===== src/rtl/uart_receiver.sv =====
// uart_receiver: 8N1 serial receiver, LSB first, oversampled by CLOCKS_PER_BIT.
// The line is synchronised first; a falling edge is confirmed at the middle of
// the start bit, and each data bit and the stop bit are then sampled one full
// bit period apart, so every sample lands near the middle of its bit.
// valid / framing_error are single-cycle pulses.
// Handshake: valid is a one-cycle, push-only strobe with no ready; databus is
// stable from the valid cycle until the next valid pulse.
module uart_receiver #(
    parameter int CLOCKS_PER_BIT = 217
) (
    input  logic       clk,
    input  logic       rst_n,
    input  logic       inserial,
    output logic [7:0] databus,
    output logic       valid,
    output logic       framing_error,
    output logic       busy
);

    // Last counter value in a bit period, and the half-bit point used to
    // confirm the start bit.
    localparam logic [7:0] LAST = 8'(CLOCKS_PER_BIT - 1);
    localparam logic [7:0] HALF = 8'((CLOCKS_PER_BIT - 1) / 2);

    typedef enum logic [2:0] {
        IDLE,
        START,
        DATABIT,
        STOP,
        WAIT_IDLE
    } state_t;

    state_t     state;
    logic [7:0] count;
    logic [2:0] index;
    logic [7:0] shift;
    logic       rx_meta;
    logic       rx_s;

    // Two-flop synchroniser for the asynchronous serial line; idles high.
    always_ff @(posedge clk or negedge rst_n) begin
        if (!rst_n) begin
            rx_meta <= 1'b1;
            rx_s    <= 1'b1;
        end else begin
            rx_meta <= inserial;
            rx_s    <= rx_meta;
        end
    end

    // Receive FSM with registered outputs; the counter restarts on every
    // state change so each state measures time from its own entry.
    always_ff @(posedge clk or negedge rst_n) begin
        if (!rst_n) begin
            state         <= IDLE;
            count         <= 8'd0;
            index         <= 3'd0;
            shift         <= 8'h00;
            databus       <= 8'h00;
            valid         <= 1'b0;
            framing_error <= 1'b0;
            busy          <= 1'b0;
        end else begin
            valid         <= 1'b0;
            framing_error <= 1'b0;
            case (state)
                IDLE: begin
                    count <= 8'd0;
                    if (!rx_s) begin
                        state <= START;
                        busy  <= 1'b1;
                    end
                end
                START: begin
                    if (count == HALF) begin
                        count <= 8'd0;
                        if (!rx_s) begin
                            state <= DATABIT;
                            index <= 3'd0;
                        end else begin
                            // Start bit did not last half a bit: a glitch.
                            state <= IDLE;
                            busy  <= 1'b0;
                        end
                    end else begin
                        count <= count + 8'd1;
                    end
                end
                DATABIT: begin
                    if (count == LAST) begin
                        count        <= 8'd0;
                        shift[index] <= rx_s;
                        if (index == 3'd7) begin
                            state <= STOP;
                        end else begin
                            index <= index + 3'd1;
                        end
                    end else begin
                        count <= count + 8'd1;
                    end
                end
                STOP: begin
                    if (count == LAST) begin
                        count <= 8'd0;
                        if (rx_s) begin
                            databus <= shift;
                            valid   <= 1'b1;
                            state   <= IDLE;
                            busy    <= 1'b0;
                        end else begin
                            // Bad stop bit: report it and wait out a held-low
                            // line so a break does not start a false frame.
                            framing_error <= 1'b1;
                            state         <= WAIT_IDLE;
                        end
                    end else begin
                        count <= count + 8'd1;
                    end
                end
                WAIT_IDLE: begin
                    count <= 8'd0;
                    if (rx_s) begin
                        state <= IDLE;
                        busy  <= 1'b0;
                    end
                end
                default: begin
                    state <= IDLE;
                    count <= 8'd0;
                    busy  <= 1'b0;
                end
            endcase
        end
    end

endmodule


===== config.mk =====
export PLATFORM = sky130hd
export DESIGN_NAME = uart_receiver
export DESIGN_NICKNAME = d
export VERILOG_FILES = /design/src/rtl/uart_receiver.sv
export SDC_FILE = /design/constraint.sdc
export NUM_CORES = 1
export LEC_CHECK = 0
export BUFFER_PORTS_ARGS = -buffer_cell sky130_fd_sc_hd__buf_4
export CORE_MARGIN = 2
export CORE_UTILIZATION = 50
export DETAILED_ROUTE_END_ITERATION = 10
export GPL_TIMING_DRIVEN = 0
export PLACE_DENSITY = 0.69
export RECOVER_POWER = 50
export SETUP_SLACK_MARGIN = 0.5
export SLEW_MARGIN = 5
export SYNTH_ARGS = -nofsm -noshare
export SYNTH_HDL_FRONTEND = slang
export SYNTH_SLANG_ARGS = --single-unit

===== constraint.sdc =====
create_clock -name clk -period 2.81 [get_ports clk]
set_input_delay 0.281 -clock clk [delete_from_list [all_inputs] [get_ports clk]]
set_output_delay 0.281 -clock clk [all_outputs]
set_load 0.02 [all_outputs]

* After elaboration in Yosys (flattened, before gate mapping) *
Cells that the tools add are included.

cells by class
  mux-type cells = 31
  reductions and logical operators = 9
  multipliers = 0
  div/mod/pow operators = 0
  $add $sub $neg = 2
  equality and inequality tests = 15
  shifts and indexed selects = 0
  bitwise logic cells = 1
  magnitude comparators = 2

operators with widths
  operator                                                                              count
  3-bit two-way mux                                                                     11
  8-bit two-way mux                                                                     2
  2-bit inequality test (second input constant)                                         8
  8-bit one-hot mux with 2 select lines                                                 1
  3-bit one-hot mux with 5 select lines                                                 1
  1-bit two-way mux                                                                     11
  8-bit by 1-bit adder with 8-bit output (second input constant)                        1
  8-bit bitwise mux                                                                     1
  8-bit by 7-bit equality test with 1-bit output (second input constant)                1
  8-bit equality test (second input constant)                                           1
  3-bit by 2-bit equality test with 1-bit output (second input constant)                2
  3-bit equality test (second input constant)                                           2
  3-bit one-hot mux with 2 select lines                                                 1
  6-bit AND reduction                                                                   1
  1-bit one-hot mux with 5 select lines                                                 1
  5-bit AND reduction                                                                   1
  3-bit by 4-bit less-than comparator with 1-bit output (second input constant)         1
  4-bit AND reduction                                                                   1
  3-bit by 1-bit adder with 3-bit output (second input constant)                        1
  1-bit demux with 3-bit select                                                         1
  3-bit by 1-bit equality test with 1-bit output (second input constant)                1
  3-bit by 1-bit greater-or-equal comparator with 1-bit output (second input constant)  1
  3-bit zero test                                                                       1
  3-bit AND reduction                                                                   1
  6 further kinds                                                                       6

storage, ports and cells
  register bits after elaboration = 35
  input bits = 3
  output and inout bits = 11
  ROM bits = 0
  memories kept = 0
  memory bits (writable) = 0
  latch bits = 0
  logic and storage cells = 70

* Depth between registers and ports, before layout *
Gate-level depths: netlist of the first run.

  depth in word-level cells = 5
  mapped depth = 7
  depth with buffers taken out = 6

* Worst setup path before layout of the first run *
No wires, ideal clock.

  path type = reg-to-reg
  start point = register count[0]
  end point = register index[0]
  required time = 2685 ps
  path buffers = 0
  setup time = 125 ps
  arrival = 1695 ps
  stages on the path, launching flop included = 7
  clock period less this slack = 1820 ps
  setup slack = 990 ps
  cells stage by stage = dfrtp_1 inv_1 ha_1 nand4_1 or4_4 o32a_1 mux2_4

on the way
  word-level cells in the longest chain between the ends = 3
  elaborated cells between the ends (all ways) = 5
  those cells by class = eq/ne: 4; reduce/logical: 1

ends and longest elaborated chain
  item                                                                                          RTL line  RTL
  start, declared                                                                               34        logic [7:0] count;
  start signal, assigned                                                                        86        count <= count + 8'd1;
  start signal, assigned                                                                        99        count <= count + 8'd1;
  start signal, assigned                                                                        117       count <= count + 8'd1;
  8-bit equality test / 8-bit by 7-bit equality test with 1-bit output (equally long branches)  90, 75
  2-bit inequality test (no line)                                                               --
  5-bit AND reduction (no line) *                                                               --
  end signal, assigned                                                                          96        index <= index + 3'd1;
  end, declared                                                                                 35        logic [2:0] index;

Mark *: on every way between the ends. The rest lies on a longest branch, timed or not.
A chain may end at the register's enable or synchronous reset.

* Worst setup path in the final report of the first run *
  start point = register count[0]
  end point = register databus[6]

on the way
  word-level cells in the longest chain between the ends = 2

ends and longest elaborated chain
  item                           RTL line  RTL
  8-bit equality test            103       if (count == LAST) begin
  3-bit AND reduction (no line)  --
  end signal, assigned           106       databus <= shift;
  end, declared                  14        output logic [7:0] databus,

Every way passes these cells.

==> run_results.csv, run 1 <==
group,metric,value,unit
status,status,"finished with violations",
status,violations,"max-capacitance violations, max-slew violations",
setup_path,crit_chain,"inv_1 -> ha_1 -> nand4_1 -> nor2_1 -> and4_1 -> buf_4 -> mux2_2",
detailed_routing,dr_total_vias,1101,
yosys,synth.top_cell.area_share,51.4,%
place,portBuffers,13,
yosys,synth_top_flop_cell,"dfrtp_1",
detailed_routing,viasPerCell,5.34,
timing,rsz0062_at_grt,"no",
hold_path,hold_path_depth,1,
finish,fin_util,59.1,%
die,start_util,52.7,%
clocking,numCtsBuffers,5,
setup_path,worstPathBufferInverterCount,2,
power,comb_power_share,2.0,%
detailed_routing,routed_wirelength,2750,um
setup_path,slowest_delay,0.42,ns
detailed_routing,routedWlPerCell,13.4,um
grt,track_usage,17.7,%
timing,clock_skew,0.0155,ns
power,p_switching,0.170,mW
yosys,synthMostInstantiatedCell,"dfrtp_1",
power,pwr-share-seq,65.1,%
clocking,cts-htree-levels,2,
power,pwr_density_cell,432,nW/um^2
grt,antenna_found_initial,0,
yosys,postSynthAreaPerCell,11.5,sq um
clocking,cts_setup_buffers,0,
grt,grt_pass1_vias,1076,
job,drv_cap,1,
setup_path,critical_path_depth,7,
clocking,cts_root_buf,"clkbuf_4",
clocking,tritoncts,"yes",
yosys,synth_edf_count,0,
grt,grt_max_degree,36,
setup_path,startpoint_type,"flop",
finish,antenna_cells,0,
place,dp_hpwl,1970,um
setup_path,path_class,"flop to flop",
yosys,ys_top_cells_by_count,"33 x dfrtp_1, 16 x mux2_2, 16 x nor2_1",
clocking,clockBufferDepth,2,
setup_path,reg2reg_slack,0.72,ns
power,peakVddDrop,263,uV
die,rows,20,
finish,syn2layout_area_growth,12.2,%
timing,hold_violations,0,
setup_path,reg2reg_from,"count[0]$_DFF_PN0_",
clocking,clock_sinks,35,
setup_path,slowest_stage,"dfrtp_1",
setup_path,worstSetupStartpoint,"count[0]$_DFF_PN0_",
power,internal_power,0.609,mW
grt,grt_pass1_wl,4750,um
timing,period_share,74.3,%
finish,seqCellArea,878,sq um
yosys,synth-seq-cells,35,
yosys,async_flop_share,100,%
timing,fmax,479,MHz
die,die_y,60.7,um
die,io_pins,14,
detailed_routing,dr.pass1.iters,4,
yosys,yosysTopAreaCell,"dfrtp_1",
setup_path,end_kind,"flop",
setup_path,critPathRequiredTime,3.03,ns
timing,fin_crit,2.09,ns
power,switching_share,21.8,%
yosys,netlist_instances,140,
finish,drive_gt1_share,24.1,%
hold_path,hold_class,"input port to flop",
place,gp_congestion,0.883,
yosys,synth_cell_type_count,32,
timing,setup_viol,0,
power,p_leak,0.823,nW
power,clockPowerShare,32.9,%
die,die_x,60.7,um
timing,slew_headroom,-17.2,%
timing,tns,0,ns
setup_path,cp_max_fo,9,
yosys,ys_seq_area_share,54.6,%
detailed_routing,ant_nets,0,
yosys,syn-cell-area,1610,sq um
finish,fin_nets,168,
clocking,insertion_delay,0.34,ns
setup_path,cp_top_family,"simple AND/OR/NAND/NOR gates",
setup_path,cp-endpoint,"databus[6]$_DFFE_PN0P_",
detailed_routing,drc,0,
grt,grt_overflow,0,
finish,n_fill_cell,289,
setup_path,rr_worst_depth,7,
clocking,clkTransAtPathRegs,0.09,ns
die,core_area,3050,sq um
detailed_routing,drt_iter0_drc,12,
finish,multi_input_area,679,sq um
yosys,synth-warning-count,0,
timing,worst_slew_pin_slew,1.76,ns
yosys,syn_nets,147,
timing,drv_slew,36,
die,die-area,3690,sq um
setup_path,r2r-end,"databus[6]$_DFFE_PN0P_",
setup_path,cp.arrival,2.31,ns
yosys,synth.area.top_cells,"dfrtp_1 51%, mux2_2 11%, nor2_1 3.7%",
stage by stage:
stage          power [mW]  worst slack, ns  std cells  cell area (sq um)  hold slack [ns]
6_report            0.779            0.723        206               1800           0.0576
5_1_grt             0.814            0.429        206               1800           0.0336
4_1_cts             0.788            0.713        206               1820           0.0412
3_5_place_dp        0.533            0.733        197               1760            0.253
3_3_place_gp        0.533            0.804        197               1760            0.249
2_1_floorplan       0.520            0.990        140               1610          -0.0146
kinds of logic (layout without fill, tap and decap cells):
logic type / after synthesis / count (layout) / synth area share [%]
buffers and inverters: 11 / 33 / 3.11
flip-flops: 35 / 35 / 54.6
XOR/XNOR: 7 / 7 / 3.81
multiplexers: 17 / 17 / 12.1
adder cells (fa/ha/maj): 4 / 4 / 3.11
AND/OR/NAND/NOR: 51 / 51 / 16.9
AO/OA/AOI/OAI: 15 / 15 / 6.30
cell usage in the layout (no fill, tap or decap), types with 2 or more instances in the layout:
cell type,n
nand4_1,3
mux2_2,16
a21oi_1,5
inv_1,5
dfrtp_1,33
clkbuf_1,10
o21ai_0,3
and4_1,2
nor3_1,3
nand2b_1,2
nor2_1,16
nand2_1,4
a22o_1,2
clkbuf_4,6
nor3b_1,3
nand3_1,8
or2_2,2
xor2_1,3
nor2b_1,2
xnor2_1,4
dfstp_2,2
nor4_1,3
buf_4,10
a211oi_1,2
ha_1,4
power groups by stage:
| stage | Sequential, mW | Clock (mW) | Combinational, mW |
|---|---|---|---|
| global route | 0.507 | 0.288 | 0.0190 |
| CTS | 0.507 | 0.264 | 0.0179 |
| global placement | 0.517 | 0 | 0.0162 |
| finish | 0.507 | 0.256 | 0.0159 |
| floorplan | 0.516 | 0 | 0.00336 |
| detailed placement | 0.517 | 0 | 0.0167 |
flip-flops by register name (all words and copies together), names as in the netlist:
register,count
framing_error,1
count,8
state,3
busy,1
index,3
databus,8
shift,8
rx_s,1
valid,1
rx_meta,1
worst min path at each step:
stage | start | to
after global placement | rst_n | busy$_DFFE_PN0P_
after floorplan | rst_n | busy$_DFFE_PN0P_
after detailed placement | rst_n | state[1]$_DFFE_PN0P_
after CTS | inserial | rx_meta$_DFF_PN1_
final | inserial | rx_meta$_DFF_PN1_
after global routing | inserial | rx_meta$_DFF_PN1_
repair_timing:
| item | CTS | global route |
|---|---|---|
| gates resized for setup | 0 | 0 |
| hold endpoints to repair | 33 | 0 |
| hold buffers | 1 | 0 |
area by class of cell:
type / count / area share [%]
repair buffers: 14 / 5.13
clock buffers: 8 / 2.70
inverters: 5 / 1.04
plain buffers: 6 / 1.73
multi-input cells: 94 / 37.7
flip-flops and latches: 35 / 48.7
well taps: 44 / 3.05
routing by layer:
layer / global-route usage [%] / part of all wire, %
met5: 0 / 0
met4: 8.07 / 1.4
met3: 4.90 / 3.8
met2: 27.3 / 47
met1: 23.5 / 48
(Power assumes the default switching activity.)
==> inputs of run 2 (changes only) <==
- PLACE_DENSITY: 0.69 -> 0.71
- clock period: 2.81 -> 1.8 ns (I/O delays scaled with it)
==> run_results.csv, run 2 (synthesis results as in run 1) <==
group,metric,value,unit
status,status,"finished with violations",
status,violations,"negative setup slack",
finish,antenna_cells,0,
timing,worst_slew_pin_slew,0.838,ns
detailed_routing,top_layer_used,"met4",
clocking,clockBufferDepth,2,
hold_path,hold_class,"flop to flop",
die,die_x,60.7,um
setup_path,critPathRequiredTime,2.05,ns
setup_path,cp-endpoint,"index[0]$_DFFE_PN0P_",
place,gp_congestion,0.857,
setup_path,worstPathBufferInverterCount,1,
setup_path,rr_worst_depth,6,
setup_path,reg2reg_from,"count[0]$_DFF_PN0_",
clocking,cts-htree-levels,2,
place,dp_hpwl,1950,um
clocking,tritoncts,"yes",
timing,setup_ws,-0.131,ns
detailed_routing,dr_total_vias,1230,
detailed_routing,viasPerCell,5.44,
detailed_routing,wl_met2,1800,um
finish,drive_gt1_share,51.1,%
setup_path,r2r-end,"index[0]$_DFFE_PN0P_",
detailed_routing,ant_nets,0,
timing,fmax,518,MHz
finish,layout_commonest_cell,"dfrtp_1",
timing,setup_viol,18,
clocking,clkTransAtPathRegs,0.11,ns
job,drv_cap,0,
detailed_routing,drt_iter0_drc,39,
setup_path,cp.arrival,2.18,ns
timing,clock_skew,0.00687,ns
die,io_pins,14,
setup_path,path_class,"flop to flop",
power,peakVddDrop,455,uV
timing,holdWs,0.369,ns
detailed_routing,routed_wirelength,3610,um
timing,rsz0062_at_grt,"yes",
detailed_routing,wl_met3,114,um
grt,antenna_found_initial,0,
clocking,cts_root_buf,"clkbuf_4",
finish,syn2layout_area_growth,38.0,%
setup_path,critical_path_depth,6,
detailed_routing,routedWlPerCell,16.0,um
detailed_routing,drc,0,
clocking,numCtsBuffers,5,
die,start_util,52.7,%
setup_path,slowest_stage,"or4_4",
timing,fin_crit,1.93,ns
die,die_y,60.7,um
grt,grt_pass1_vias,1223,
finish,reg_top3,"count x8, databus x8, shift x8",
finish,seqCellArea,882,sq um
grt,grt_pass1_wl,5780,um
power,p_leak,0.984,nW
setup_path,cp_top_family,"simple AND/OR/NAND/NOR gates",
finish,multi_input_area,873,sq um
timing,slew_headroom,44.1,%
setup_path,worstSetupStartpoint,"count[0]$_DFF_PN0_",
clocking,clock_sinks,35,
die,die-area,3690,sq um
detailed_routing,dr.pass1.iters,4,
timing,period_share,107,%
setup_path,startpoint_type,"flop",
setup_path,end_kind,"flop",
setup_path,cp_max_fo,3,
setup_path,slowest_delay,0.45,ns
setup_path,reg2reg_slack,-0.13,ns
power,finalPower,1.25,mW
grt,grt_max_degree,36,
die,core_area,3050,sq um
power,pwr_density_cell,563,nW/um^2
finish,layout_common_cells,"30 x dfrtp_1, 22 x buf_4, 13 x mux2_4",
finish,n_fill_cell,233,
detailed_routing,m1WireLength,1660,um
place,portBuffers,13,
finish,fin_nets,188,
timing,hold_violations,0,
die,rows,20,
timing,drv_slew,0,
grt,grt_overflow,0,
grt,track_usage,21.8,%
clocking,insertion_delay,0.35,ns
setup_path,crit_chain,"inv_1 -> ha_2 -> nand4_1 -> or4_4 -> o32a_1 -> mux2_4",
[run 2: cell count changes in the layout (fill, tap and decap cells not counted), sizes merged]
cell	before	now
buf	11	34
clkbuf	16	10
clkinv	0	1
clkinvlp	0	1
dlygate4sd3	1	2
[run 2: worst min-delay path by stage]
stage | slack, ns | cells after the start | from | to
2_1_floorplan | -0.12 | 0 | rst_n | busy$_DFFE_PN0P_
3_3_place_gp | 0.15 | 1 | rst_n | busy$_DFFE_PN0P_
3_5_place_dp | 0.15 | 1 | rst_n | state[1]$_DFFE_PN0P_
4_1_cts | 0.31 | 2 | rst_n | databus[6]$_DFFE_PN0P_
5_1_grt | 0.38 | 0 | rx_meta$_DFF_PN1_ | rx_s$_DFF_PN1_
6_report | 0.37 | 0 | rx_meta$_DFF_PN1_ | rx_s$_DFF_PN1_
[run 2: routing by layer]
layer / global-route usage, % / up-vias
met3: 6.40 / 4
met1: 28.8 / 628
met4: 7.45 / 0
li1: - / 577
met5: 0 / -
met2: 34.4 / 21
[run 2: cell type report]
class	instances	area share, %
clock buffer	6	1.86
tap	44	2.48
clock inverter	2	0.564
inverter	5	0.846
timing repair buffer	34	13.0
sequential	35	39.8
buffer	6	2.14
multi-input combinational	94	39.4
[run 2: repair_timing]
action,4_1_cts,5_1_grt
resized for setup,38,18
setup buffers,13,5
cloned,1,0
pin swaps,14,4
endpoints found under the hold margin,34,0
endpoints found under the setup margin,33,33
hold buffers,2,0
[run 2: per-stage QoR]
stage                     instance area [sq um]  utilization (%)  worst slack (ns)  cells  setup TNS [ns]
after global placement                     1790             58.6            -0.169    197           -1.50
final                                      2220             72.7            -0.131    226          -0.798
after floorplan                            1640                -           -0.0188    140         -0.0188
after detailed placement                   1790             58.6            -0.209    197           -1.85
after global routing                       2220             72.7            -0.189    226           -3.08
after CTS                                  2100             68.9           -0.0798    221          -0.106
[run 2: power breakdown]
part	switching, mW	total [mW]	internal (mW)
clock	0.278	0.429	0.150
sequential	0.00256	0.793	0.790
combinational	0.0206	0.0278	0.00720
total	0.301	1.25	0.948
